<file path="config.mk">
export PLATFORM = sky130hd
export DESIGN_NAME = io_frame_sequencer_flat
export DESIGN_NICKNAME = d
export VERILOG_FILES = /design/src/rtl/io_frame_sequencer_if.sv /design/src/rtl/io_frame_sequencer.sv /design/src/flat_wrapper.sv
export SDC_FILE = /design/constraint.sdc
export NUM_CORES = 1
export LEC_CHECK = 0
export ABC_CLOCK_PERIOD_IN_PS = 2600
export CAP_MARGIN = 25
export CORE_MARGIN = 3
export CORE_UTILIZATION = 43
export CTS_BUF_LIST = sky130_fd_sc_hd__clkbuf_4
export CTS_CLUSTER_DIAMETER = 80
export DETAILED_ROUTE_END_ITERATION = 7
export PLACE_DENSITY = 0.81
export SYNTH_ARGS = -nofsm -noshare
export SYNTH_HDL_FRONTEND = slang
export SYNTH_SLANG_ARGS = --single-unit
export TNS_END_PERCENT = 30
</file>
<file path="constraint.sdc">
create_clock -name clk -period 2.6 [get_ports clk]
set_input_delay 0.78 -clock clk [delete_from_list [all_inputs] [get_ports clk]]
set_output_delay 0.78 -clock clk [all_outputs]
set_load 0.01 [all_outputs]
</file>
<file path="src/rtl/io_frame_sequencer_if.sv">
// Bus bundle between io_frame_sequencer and its frame-timing logic, I/O bus and sample memory.
// master = sequencer side, slave = environment side.
interface io_frame_sequencer_if #(
  parameter int SAMPLE_WIDTH      = 36,
  parameter int SAMPLE_ADDR_WIDTH = 10,
  parameter int IO_WIDTH          = 24,
  parameter int IO_ADDR_WIDTH     = 10
);
  logic                         frame_start;
  logic                         overrun_clr;
  logic                         busy;
  logic                         core_hold;
  logic                         done;
  logic                         overrun;
  logic [IO_ADDR_WIDTH-1:0]     io_rd_addr;
  logic                         io_rd_en;
  logic [IO_WIDTH-1:0]          io_rd_data;
  logic [IO_ADDR_WIDTH-1:0]     io_wr_addr;
  logic                         io_wr_en;
  logic [IO_WIDTH-1:0]          io_wr_data;
  logic [SAMPLE_ADDR_WIDTH-1:0] sample_rd_addr;
  logic                         sample_rd_en;
  logic [SAMPLE_WIDTH-1:0]      sample_rd_data;
  logic [SAMPLE_ADDR_WIDTH-1:0] sample_wr_addr;
  logic                         sample_wr_en;
  logic [SAMPLE_WIDTH-1:0]      sample_wr_data;

  modport master (
    input  frame_start, overrun_clr, io_rd_data, sample_rd_data,
    output busy, core_hold, done, overrun,
    output io_rd_addr, io_rd_en, io_wr_addr, io_wr_en, io_wr_data,
    output sample_rd_addr, sample_rd_en, sample_wr_addr, sample_wr_en, sample_wr_data
  );

  modport slave (
    output frame_start, overrun_clr, io_rd_data, sample_rd_data,
    input  busy, core_hold, done, overrun,
    input  io_rd_addr, io_rd_en, io_wr_addr, io_wr_en, io_wr_data,
    input  sample_rd_addr, sample_rd_en, sample_wr_addr, sample_wr_en, sample_wr_data
  );
endinterface

</file>
<file path="src/rtl/io_frame_sequencer.sv">
// Per-frame copier: physical inputs -> sample memory, then sample memory -> physical outputs.
// Optional macro IO_SEQ_SATURATE_EN clamps outputs to the signed I/O range instead of truncating.
module io_frame_sequencer #(
  parameter int SAMPLE_WIDTH         = 36,
  parameter int SAMPLE_ADDR_WIDTH    = 10,
  parameter int IO_WIDTH             = 24,
  parameter int IO_ADDR_WIDTH        = 10,
  parameter int PHYSICAL_IO_PER_CORE = 8,
  parameter int INPUT_BASE           = 0,
  parameter int OUTPUT_BASE          = 8
) (
  input logic                  clk,
  input logic                  reset,
  io_frame_sequencer_if.master bus
);
  localparam int N  = PHYSICAL_IO_PER_CORE;
  localparam int KW = $clog2(N + 1);
  localparam logic [KW-1:0] K_LAST = KW'(N);

  typedef enum logic [1:0] {IDLE, IN, OUT, DONE} state_e;

  state_e                       state_q, state_d;
  logic [KW-1:0]                k_q, k_d;
  logic [KW-1:0]                rd_idx_q, rd_idx_d;
  logic                         busy_q, busy_d;
  logic                         done_q, done_d;
  logic                         overrun_q, overrun_d;
  logic                         io_rd_en_q, io_rd_en_d;
  logic [IO_ADDR_WIDTH-1:0]     io_rd_addr_q, io_rd_addr_d;
  logic                         sample_wr_en_q, sample_wr_en_d;
  logic [SAMPLE_ADDR_WIDTH-1:0] sample_wr_addr_q, sample_wr_addr_d;
  logic                         sample_rd_en_q, sample_rd_en_d;
  logic [SAMPLE_ADDR_WIDTH-1:0] sample_rd_addr_q, sample_rd_addr_d;
  logic                         io_wr_en_q, io_wr_en_d;
  logic [IO_ADDR_WIDTH-1:0]     io_wr_addr_q, io_wr_addr_d;
  logic signed [SAMPLE_WIDTH-1:0] sample_wr_data_d, sample_wr_hold_q;
  logic signed [IO_WIDTH-1:0]     io_wr_data_d, io_wr_hold_q;

  function automatic logic signed [SAMPLE_WIDTH-1:0] sign_extend(
    input logic signed [IO_WIDTH-1:0] x
  );
    return {{(SAMPLE_WIDTH-IO_WIDTH){x[IO_WIDTH-1]}}, x};
  endfunction

  function automatic logic signed [IO_WIDTH-1:0] to_io(
    input logic signed [SAMPLE_WIDTH-1:0] s
  );
`ifdef IO_SEQ_SATURATE_EN
    logic [SAMPLE_WIDTH-IO_WIDTH:0] top;
    top = s[SAMPLE_WIDTH-1:IO_WIDTH-1];
    // In range exactly when every bit above the IO sign bit copies it.
    if ((top == '0) || (top == '1)) return IO_WIDTH'(s);
    else if (s[SAMPLE_WIDTH-1])     return {1'b1, {(IO_WIDTH-1){1'b0}}};
    else                            return {1'b0, {(IO_WIDTH-1){1'b1}}};
`else
    return IO_WIDTH'(s);
`endif
  endfunction

  always_comb begin
    state_d = state_q;
    k_d     = k_q;
    unique case (state_q)
      IDLE, DONE: begin
        if (bus.frame_start) begin
          state_d = IN;
          k_d     = '0;
        end else begin
          state_d = IDLE;
        end
      end
      IN: begin
        if (k_q == K_LAST) begin
          state_d = OUT;
          k_d     = '0;
        end else begin
          k_d = k_q + 1'b1;
        end
      end
      OUT: begin
        if (k_q == K_LAST) state_d = DONE;
        else               k_d = k_q + 1'b1;
      end
      default: state_d = IDLE;
    endcase

    // Each phase spends its last slot (k == N) draining the final write.
    busy_d = (state_d == IN) || (state_d == OUT);
    done_d = (state_d == DONE);

    overrun_d = overrun_q;
    if (bus.overrun_clr)            overrun_d = 1'b0;
    if (bus.frame_start && busy_q)  overrun_d = 1'b1;

    io_rd_en_d   = (state_d == IN) && (k_d != K_LAST);
    io_rd_addr_d = io_rd_en_d ? IO_ADDR_WIDTH'(k_d) : io_rd_addr_q;

    sample_rd_en_d   = (state_d == OUT) && (k_d != K_LAST);
    sample_rd_addr_d = sample_rd_en_d ? SAMPLE_ADDR_WIDTH'(OUTPUT_BASE + int'(k_d))
                                      : sample_rd_addr_q;
    rd_idx_d         = sample_rd_en_d ? k_d : rd_idx_q;

    sample_wr_en_d   = io_rd_en_q;
    sample_wr_addr_d = io_rd_en_q ? SAMPLE_ADDR_WIDTH'(INPUT_BASE + int'(io_rd_addr_q))
                                  : sample_wr_addr_q;

    io_wr_en_d   = sample_rd_en_q;
    io_wr_addr_d = sample_rd_en_q ? IO_ADDR_WIDTH'(rd_idx_q) : io_wr_addr_q;

    // Read data arrives one cycle after the strobe; hold the last value otherwise.
    sample_wr_data_d = sample_wr_en_q ? sign_extend(bus.io_rd_data) : sample_wr_hold_q;
    io_wr_data_d     = io_wr_en_q ? to_io(bus.sample_rd_data) : io_wr_hold_q;
  end

  always_ff @(posedge clk) begin
    if (reset) begin
      state_q          <= IDLE;
      k_q              <= '0;
      rd_idx_q         <= '0;
      busy_q           <= 1'b0;
      done_q           <= 1'b0;
      overrun_q        <= 1'b0;
      io_rd_en_q       <= 1'b0;
      io_rd_addr_q     <= '0;
      sample_wr_en_q   <= 1'b0;
      sample_wr_addr_q <= '0;
      sample_rd_en_q   <= 1'b0;
      sample_rd_addr_q <= '0;
      io_wr_en_q       <= 1'b0;
      io_wr_addr_q     <= '0;
      sample_wr_hold_q <= '0;
      io_wr_hold_q     <= '0;
    end else begin
      state_q          <= state_d;
      k_q              <= k_d;
      rd_idx_q         <= rd_idx_d;
      busy_q           <= busy_d;
      done_q           <= done_d;
      overrun_q        <= overrun_d;
      io_rd_en_q       <= io_rd_en_d;
      io_rd_addr_q     <= io_rd_addr_d;
      sample_wr_en_q   <= sample_wr_en_d;
      sample_wr_addr_q <= sample_wr_addr_d;
      sample_rd_en_q   <= sample_rd_en_d;
      sample_rd_addr_q <= sample_rd_addr_d;
      io_wr_en_q       <= io_wr_en_d;
      io_wr_addr_q     <= io_wr_addr_d;
      sample_wr_hold_q <= sample_wr_data_d;
      io_wr_hold_q     <= io_wr_data_d;
    end
  end

  assign bus.busy           = busy_q;
  assign bus.core_hold      = busy_q;
  assign bus.done           = done_q;
  assign bus.overrun        = overrun_q;
  assign bus.io_rd_en       = io_rd_en_q;
  assign bus.io_rd_addr     = io_rd_addr_q;
  assign bus.sample_wr_en   = sample_wr_en_q;
  assign bus.sample_wr_addr = sample_wr_addr_q;
  assign bus.sample_wr_data = sample_wr_data_d;
  assign bus.sample_rd_en   = sample_rd_en_q;
  assign bus.sample_rd_addr = sample_rd_addr_q;
  assign bus.io_wr_en       = io_wr_en_q;
  assign bus.io_wr_addr     = io_wr_addr_q;
  assign bus.io_wr_data     = io_wr_data_d;
endmodule

</file>
<file path="src/flat_wrapper.sv">
// flat-port wrapper written by rule: the top's interface ports become plain ports
module io_frame_sequencer_flat 
#(
  parameter int SAMPLE_WIDTH         = 36,
  parameter int SAMPLE_ADDR_WIDTH    = 10,
  parameter int IO_WIDTH             = 24,
  parameter int IO_ADDR_WIDTH        = 10,
  parameter int PHYSICAL_IO_PER_CORE = 8,
  parameter int INPUT_BASE           = 0,
  parameter int OUTPUT_BASE          = 8
)
  (clk, reset, bus_frame_start, bus_overrun_clr, bus_io_rd_data, bus_sample_rd_data, bus_busy, bus_core_hold, bus_done, bus_overrun, bus_io_rd_addr, bus_io_rd_en, bus_io_wr_addr, bus_io_wr_en, bus_io_wr_data, bus_sample_rd_addr, bus_sample_rd_en, bus_sample_wr_addr, bus_sample_wr_en, bus_sample_wr_data);
  io_frame_sequencer_if #(.SAMPLE_WIDTH(SAMPLE_WIDTH), .SAMPLE_ADDR_WIDTH(SAMPLE_ADDR_WIDTH), .IO_WIDTH(IO_WIDTH), .IO_ADDR_WIDTH(IO_ADDR_WIDTH)) bus_i ();
  input logic clk;
  input logic reset;
  input wire logic [$bits(bus_i.frame_start)-1:0] bus_frame_start;
  input wire logic [$bits(bus_i.overrun_clr)-1:0] bus_overrun_clr;
  input wire logic [$bits(bus_i.io_rd_data)-1:0] bus_io_rd_data;
  input wire logic [$bits(bus_i.sample_rd_data)-1:0] bus_sample_rd_data;
  output wire logic [$bits(bus_i.busy)-1:0] bus_busy;
  output wire logic [$bits(bus_i.core_hold)-1:0] bus_core_hold;
  output wire logic [$bits(bus_i.done)-1:0] bus_done;
  output wire logic [$bits(bus_i.overrun)-1:0] bus_overrun;
  output wire logic [$bits(bus_i.io_rd_addr)-1:0] bus_io_rd_addr;
  output wire logic [$bits(bus_i.io_rd_en)-1:0] bus_io_rd_en;
  output wire logic [$bits(bus_i.io_wr_addr)-1:0] bus_io_wr_addr;
  output wire logic [$bits(bus_i.io_wr_en)-1:0] bus_io_wr_en;
  output wire logic [$bits(bus_i.io_wr_data)-1:0] bus_io_wr_data;
  output wire logic [$bits(bus_i.sample_rd_addr)-1:0] bus_sample_rd_addr;
  output wire logic [$bits(bus_i.sample_rd_en)-1:0] bus_sample_rd_en;
  output wire logic [$bits(bus_i.sample_wr_addr)-1:0] bus_sample_wr_addr;
  output wire logic [$bits(bus_i.sample_wr_en)-1:0] bus_sample_wr_en;
  output wire logic [$bits(bus_i.sample_wr_data)-1:0] bus_sample_wr_data;
  assign bus_i.frame_start = bus_frame_start;
  assign bus_i.overrun_clr = bus_overrun_clr;
  assign bus_i.io_rd_data = bus_io_rd_data;
  assign bus_i.sample_rd_data = bus_sample_rd_data;
  assign bus_busy = bus_i.busy;
  assign bus_core_hold = bus_i.core_hold;
  assign bus_done = bus_i.done;
  assign bus_overrun = bus_i.overrun;
  assign bus_io_rd_addr = bus_i.io_rd_addr;
  assign bus_io_rd_en = bus_i.io_rd_en;
  assign bus_io_wr_addr = bus_i.io_wr_addr;
  assign bus_io_wr_en = bus_i.io_wr_en;
  assign bus_io_wr_data = bus_i.io_wr_data;
  assign bus_sample_rd_addr = bus_i.sample_rd_addr;
  assign bus_sample_rd_en = bus_i.sample_rd_en;
  assign bus_sample_wr_addr = bus_i.sample_wr_addr;
  assign bus_sample_wr_en = bus_i.sample_wr_en;
  assign bus_sample_wr_data = bus_i.sample_wr_data;
  io_frame_sequencer #(.SAMPLE_WIDTH(SAMPLE_WIDTH), .SAMPLE_ADDR_WIDTH(SAMPLE_ADDR_WIDTH), .IO_WIDTH(IO_WIDTH), .IO_ADDR_WIDTH(IO_ADDR_WIDTH), .PHYSICAL_IO_PER_CORE(PHYSICAL_IO_PER_CORE), .INPUT_BASE(INPUT_BASE), .OUTPUT_BASE(OUTPUT_BASE)) u_core (.clk(clk), .reset(reset), .bus(bus_i));
endmodule
</file>
# Word level (Yosys, flattened, before mapping)
# Index checks and enable logic that the tools add are counted.
# Widths: inputs -> output; s select.
# op_classes
n_addsub,2
mul,0
div_mod_pow,0
n_lt_le_gt_ge,0
eq_ne,8
shift,0
n_mux,12
n_bitwise,0
reduce_logical,7
# op_table
cell,count
$mux 36,1
$mux 24,1
$mux 4,3
$pmux 4 s3,1
$eq 2x2->1 const B,4
$pmux 2 s3,1
$add 4x4->5 const A,1
$add 4x1->4 const B,1
$eq 2x1->1 const B,2
$eq 4x4->1 const B,1
$mux 2,2
$ne 4x4->1 const B,1
$logic_and 1x1->1,3
$mux 1,3
$logic_not 2->1,1
$reduce_bool 2->1,1
$reduce_or 2->1,1
$logic_or 1x1->1,1
# word_totals
register_bits,99
latch_bits,0
mem_bits_rw,0
rom_bits,0
input_bits,64
output_inout_bits,108
word_cells,45
memories,0

# Logic depth before layout (Yosys ltp)
# logic_depth
ltp_word,5
depth_mapped,13
mapped_depth_nobuf,12

# Least setup slack after synthesis
# Ideal clock, no wire load.
# synth_path
path_type,register to register
startpoint,register u_core.k_q[0]
endpoint,"register u_core.io_rd_addr_q[2], in the netlist u_core.bus.io_rd_addr[2]"
setup_ns,0.128
arrival_ns,2.239
required_ns,2.472
slack_ns,0.233
stages_incl_launch_ff,14
path_buffers,1
period_less_slack_ns,2.367
path_cell_list,dfxtp_1 inv_1 ha_1 and3b_4 inv_1 a21oi_1 a211oi_1 a21oi_1 inv_1 ha_1 buf_1 mux2_2 a41oi_1 nor2_1
# synth_via
elab_chain_len,5
word_cells_on_any_way,12
cone_classes,add/sub: 1; eq/ne: 3; mux: 7; reduce/logical: 1
# synth_rtl
item,line_no,rtl
from (decl),io_frame_sequencer.sv:23,"logic [KW-1:0] k_q, k_d;"
from (signal assigned),io_frame_sequencer.sv:135,k_q <= k_d;
$eq 4x4->1 *,"io_frame_sequencer.sv:73, io_frame_sequencer.sv:81",
$mux 2 (on tied branches),"io_frame_sequencer.sv:81, io_frame_sequencer.sv:73",
$pmux 2 s3 *,io_frame_sequencer.sv:63,unique case (state_q)
net u_core.state_d[0],io_frame_sequencer.sv:22,"state_e state_q, state_d;"
$eq 2x1->1 *,io_frame_sequencer.sv:95,io_rd_en_d = (state_d == IN) && (k_d != K_LAST);
$logic_and 1x1->1 *,io_frame_sequencer.sv:95,
to (signal assigned),io_frame_sequencer.sv:141,io_rd_addr_q <= io_rd_addr_d;
to (decl),io_frame_sequencer.sv:29,"logic [IO_ADDR_WIDTH-1:0] io_rd_addr_q, io_rd_addr_d;"
# The timed path passes the listed nets; every way through them passes the cells marked *.
# A chain may end at the register's enable or synchronous reset.

# Final worst setup path
# layout_path
startpoint,input port bus_io_rd_data[23]
endpoint,output port bus_sample_wr_data[33]
# layout_via
elab_chain_len,1
# layout_rtl
item,line_no,rtl
from (decl),flat_wrapper.sv:18,input wire logic [$bits(bus_i.io_rd_data)-1:0] bus_io_rd_data;
$mux 36,io_frame_sequencer.sv:111,sample_wr_data_d = sample_wr_en_q ? sign_extend(bus.io_rd_data) : sample_wr_hold_q;
to (decl),flat_wrapper.sv:33,output wire logic [$bits(bus_i.sample_wr_data)-1:0] bus_sample_wr_data;
# Every way passes these cells.

==> results by group <==
Timing
  • Hold slack: 0.503 ns
  • Fin. Hold Viols: 0
  • Setup Skew: 0.0137 ns
  • Setup violators final: 0
  • Unrepaired setup endpoints after global routing: yes
  • Final max-slew violation count: 0
  • Slew HR: 59.6%
  • Peak Freq: 0.387 GHz
  • Slew @ Worst Pin: 0.599 ns
  • Final TNS setup: 0 ns
  • Final period util: 99.5%
  • Tmin final: 2.59 ns

GRT
  • First-pass GRT wire length: 14000 um
  • Vias in the first global route: 2937
  • Gr usage total: 17.4%
  • Total grt overflow: 0
  • Pin count of the biggest net entering global routing: 40
  • Initial antenna violation count: 0

Critical path
  • Worst EP arrival: 1.81 ns
  • Crit-path slowest cell: clkdlybuf4s50_1
  • Critical path origin: bus_io_rd_data[23]
  • Crit path cell chain: clkdlybuf4s50_1, nand2_2, o21ai_0, clkdlybuf4s15_2
  • CP endpoint kind: primary output
  • Critical path peak fanout: 13
  • Crit path launch type: input pin
  • Crit-path max cell delay: 0.47 ns
  • R2R Path Start: u_core.k_q[0]
  • Critical path buffers and inverters: 2
  • Crit path required time: 1.82 ns
  • Crit path max-delay family: buffers and inverters
  • WS Path Type: input pin to primary output

Yosys
  • Asr flop ratio synth: 0%
  • Most used DFF post-synth: dfxtp_1
  • Number of synthesized flops with an enable pin: 0
  • Yosys reg bits: 90
  • Share of the yosys chip area belonging to registers: 47.0%
  • Unique cell type count in the Yosys netlist: 39
  • Yosys warnings: 0
  • Syn Area/Cell: 10.1 sq um
  • Yosys top cell by area: dfxtp_1
  • Cell count after synthesis: 378
  • Mapped Area: 3840 sq um
  • Area contributors post-synth: dfxtp_1, mux2_2, nor2b_1, buf_4, ha_1
  • Area share of the largest cell type after synthesis: 47.0%

Min path
  • Worst hold path class: flip-flop to flip-flop
  • Hold Startpoint: u_core.bus.overrun

Routing
  • WL final: 8980 um
  • Drt drc: 0
  • Drt pass-1 iters: 4
  • Via density: 4.79
  • DR WL/cell: 14.5 um
  • Vias post-DR: 2958
  • Post-DRT Antenna Nets: 0
  • DR iter-0 viols: 81

Pwr
  • Pwr dens: 487 nW/um^2
  • Leakage: 2.31 nW
  • Int Pwr: 1.95 mW
  • Clock group share of total power: 34.3%
  • Sw Pwr: 624 uW
  • Switch share: 24.2%
  • VDD IR-drop max: 0.000269 V
  • Combinational Power Share: 10.8%
  • Sequential power share: 54.9%

Clock tree
  • Worst skew pair latency: 0.42 ns
  • Sink Count: 90
  • TritonCTS buffer count: 9
  • CTS tree: built
  • Hold-fix buffers, CTS: 0
  • H-Tree Depth: 3
  • CTS clk-pin slew, worst paths: 0.14 ns
  • CTS Buffer Depth: 2
  • Root Buffer: clkbuf_4
  • Setup Fix Bufs, Post-CTS: 0

Floorplanning
  • Die height: 100 um
  • Die ar.: 10100 sq um
  • DIE WIDTH: 100 um
  • Core area: 8420 sq um
  • FP Rows: 33
  • Initial Util: 45.5%
  • Top Ports: 172

Cells and area
  • Layout cell share with drive strength beyond 1: 18.5%
  • Most common cell after layout, fill and taps aside: dfxtp_1
  • Final Instance Count excl. Fillers: 618
  • Fill cells: 710
  • Final-stage net count: 581
  • Fin util: 62.8%
  • Syn-to-layout area delta: 37.9%
  • Antenna diode count: 0
  • Final Cell Area: 5290 sq um
  • Most frequent cells in the layout: dfxtp_1, clkdlybuf4s50_1, nor2b_1, mux2_2, dlygate4sd2_1

Place
  • Post-DP HPWL: 6680 um
  • Final Wtd Congestion: 0.858
  • Number of port buffers: 136
  • Placed Cells incl. Taps: 602
  • Area post-placement: 5210 sq um

Run
  • Max-Cap Viols: 0

Status
  • Outcome: completed
[stage by stage]
step / setup WS, ns / power [mW]
2_1_floorplan: 0.233 / 1.60
3_3_place_gp: -0.369 / 1.74
3_5_place_dp: -0.402 / 1.74
4_1_cts: 0.00199 / 2.62
5_1_grt: -0.0400 / 2.70
6_report: 0.0137 / 2.58
[path summary, 6_finish.rpt]
path	to	slack, ns	depth (start not counted)
hold reg to reg	u_core.bus.overrun	0.50	2
setup / recovery	bus_sample_wr_data[33]	0.01	4
setup reg to reg	u_core.bus.io_rd_addr[2]	0.21	12
hold / removal	u_core.bus.overrun	0.50	2
[cells by family (layout without fill, tap and decap cells)]
logic type | after synthesis | after routing | share of synthesized area (%)
simple gates | 106 | 106 | 15.8
flops | 90 | 90 | 47.0
buf+inv | 68 | 181 | 9.33
mux | 58 | 58 | 16.7
compound gates | 45 | 45 | 7.89
fa+ha+maj | 9 | 9 | 2.94
other cells | 1 | 23 | 0.0978
xor+xnor | 1 | 1 | 0.228
[area by class of cell]
| type | instances | area [sq um] | area share [%] |
|---|---|---|---|
| Clock buffer | 9 | 67.6 | 1.28 |
| Clock inverter | 7 | 100 | 1.89 |
| Inverter | 21 | 78.8 | 1.49 |
| Multi-Input combinational cell | 242 | 1770 | 33.5 |
| Sequential cell | 90 | 1800 | 34.1 |
| Tap cell | 105 | 131 | 2.48 |
| Timing Repair Buffer | 144 | 1340 | 25.3 |
[per-layer routing]
layer	GRT usage [%]	vias up	wire (um)
li1	-	1461	-
met1	22.3	1368	3980
met2	29.3	117	4280
met3	3.32	12	576
met4	6.22	0	140
met5	0	-	0
[Yosys cell counts (2+ instances only)]
library cell	instances
ha_1	9
mux2i_1	9
nor2_1	21
a21oi_1	12
buf_1	4
nor3b_1	2
nand2_1	8
clkbuf_1	16
a41oi_1	2
nand4_1	2
mux2_2	49
nand2b_1	3
nor2b_1	64
a311oi_1	2
a211oi_1	3
buf_4	25
dfxtp_1	90
inv_1	21
o21ai_0	16
[flip-flops by register name, summed over array words and instances, names as in the netlist]
register                   flops
u_core.bus.overrun             1
u_core.k_q                     4
u_core.bus.sample_wr_addr      4
u_core.sample_wr_hold_q       36
u_core.bus.io_rd_en            1
u_core.bus.busy                1
u_core.bus.done                1
u_core.state_q                 2
u_core.bus.sample_wr_en        1
u_core.bus.sample_rd_en        1
u_core.bus.io_wr_en            1
u_core.bus.io_wr_addr          4
u_core.rd_idx_q                3
u_core.bus.io_rd_addr          4
u_core.io_wr_hold_q           24
u_core.bus.sample_rd_addr      2
[worst register-to-register path, cell delays in order (launching register included)]
cell	delay, ns
dfxtp_2	0.41
inv_1	0.08
ha_1	0.19
and3b_4	0.19
inv_1	0.12
a21oi_1	0.10
a211oi_2	0.26
a21oi_2	0.08
inv_1	0.11
ha_1	0.20
mux2_2	0.34
a41oi_1	0.16
nor2_1	0.06
[power by group through the flow]
stage	combinational, mW	sequential, mW	clock (mW)
global placement	0.295	1.44	0
detailed placement	0.300	1.44	0
finish	0.279	1.41	0.883
floorplan	0.158	1.44	0
global route	0.303	1.42	0.974
CTS	0.281	1.41	0.924
[timing repair]
action,4_1_cts,5_1_grt
cloned,0,0
setup endpoints to repair,60,16
resized for setup,67,26
pin swaps,0,0
No activity file was read; power rests on OpenSTA's default activity.
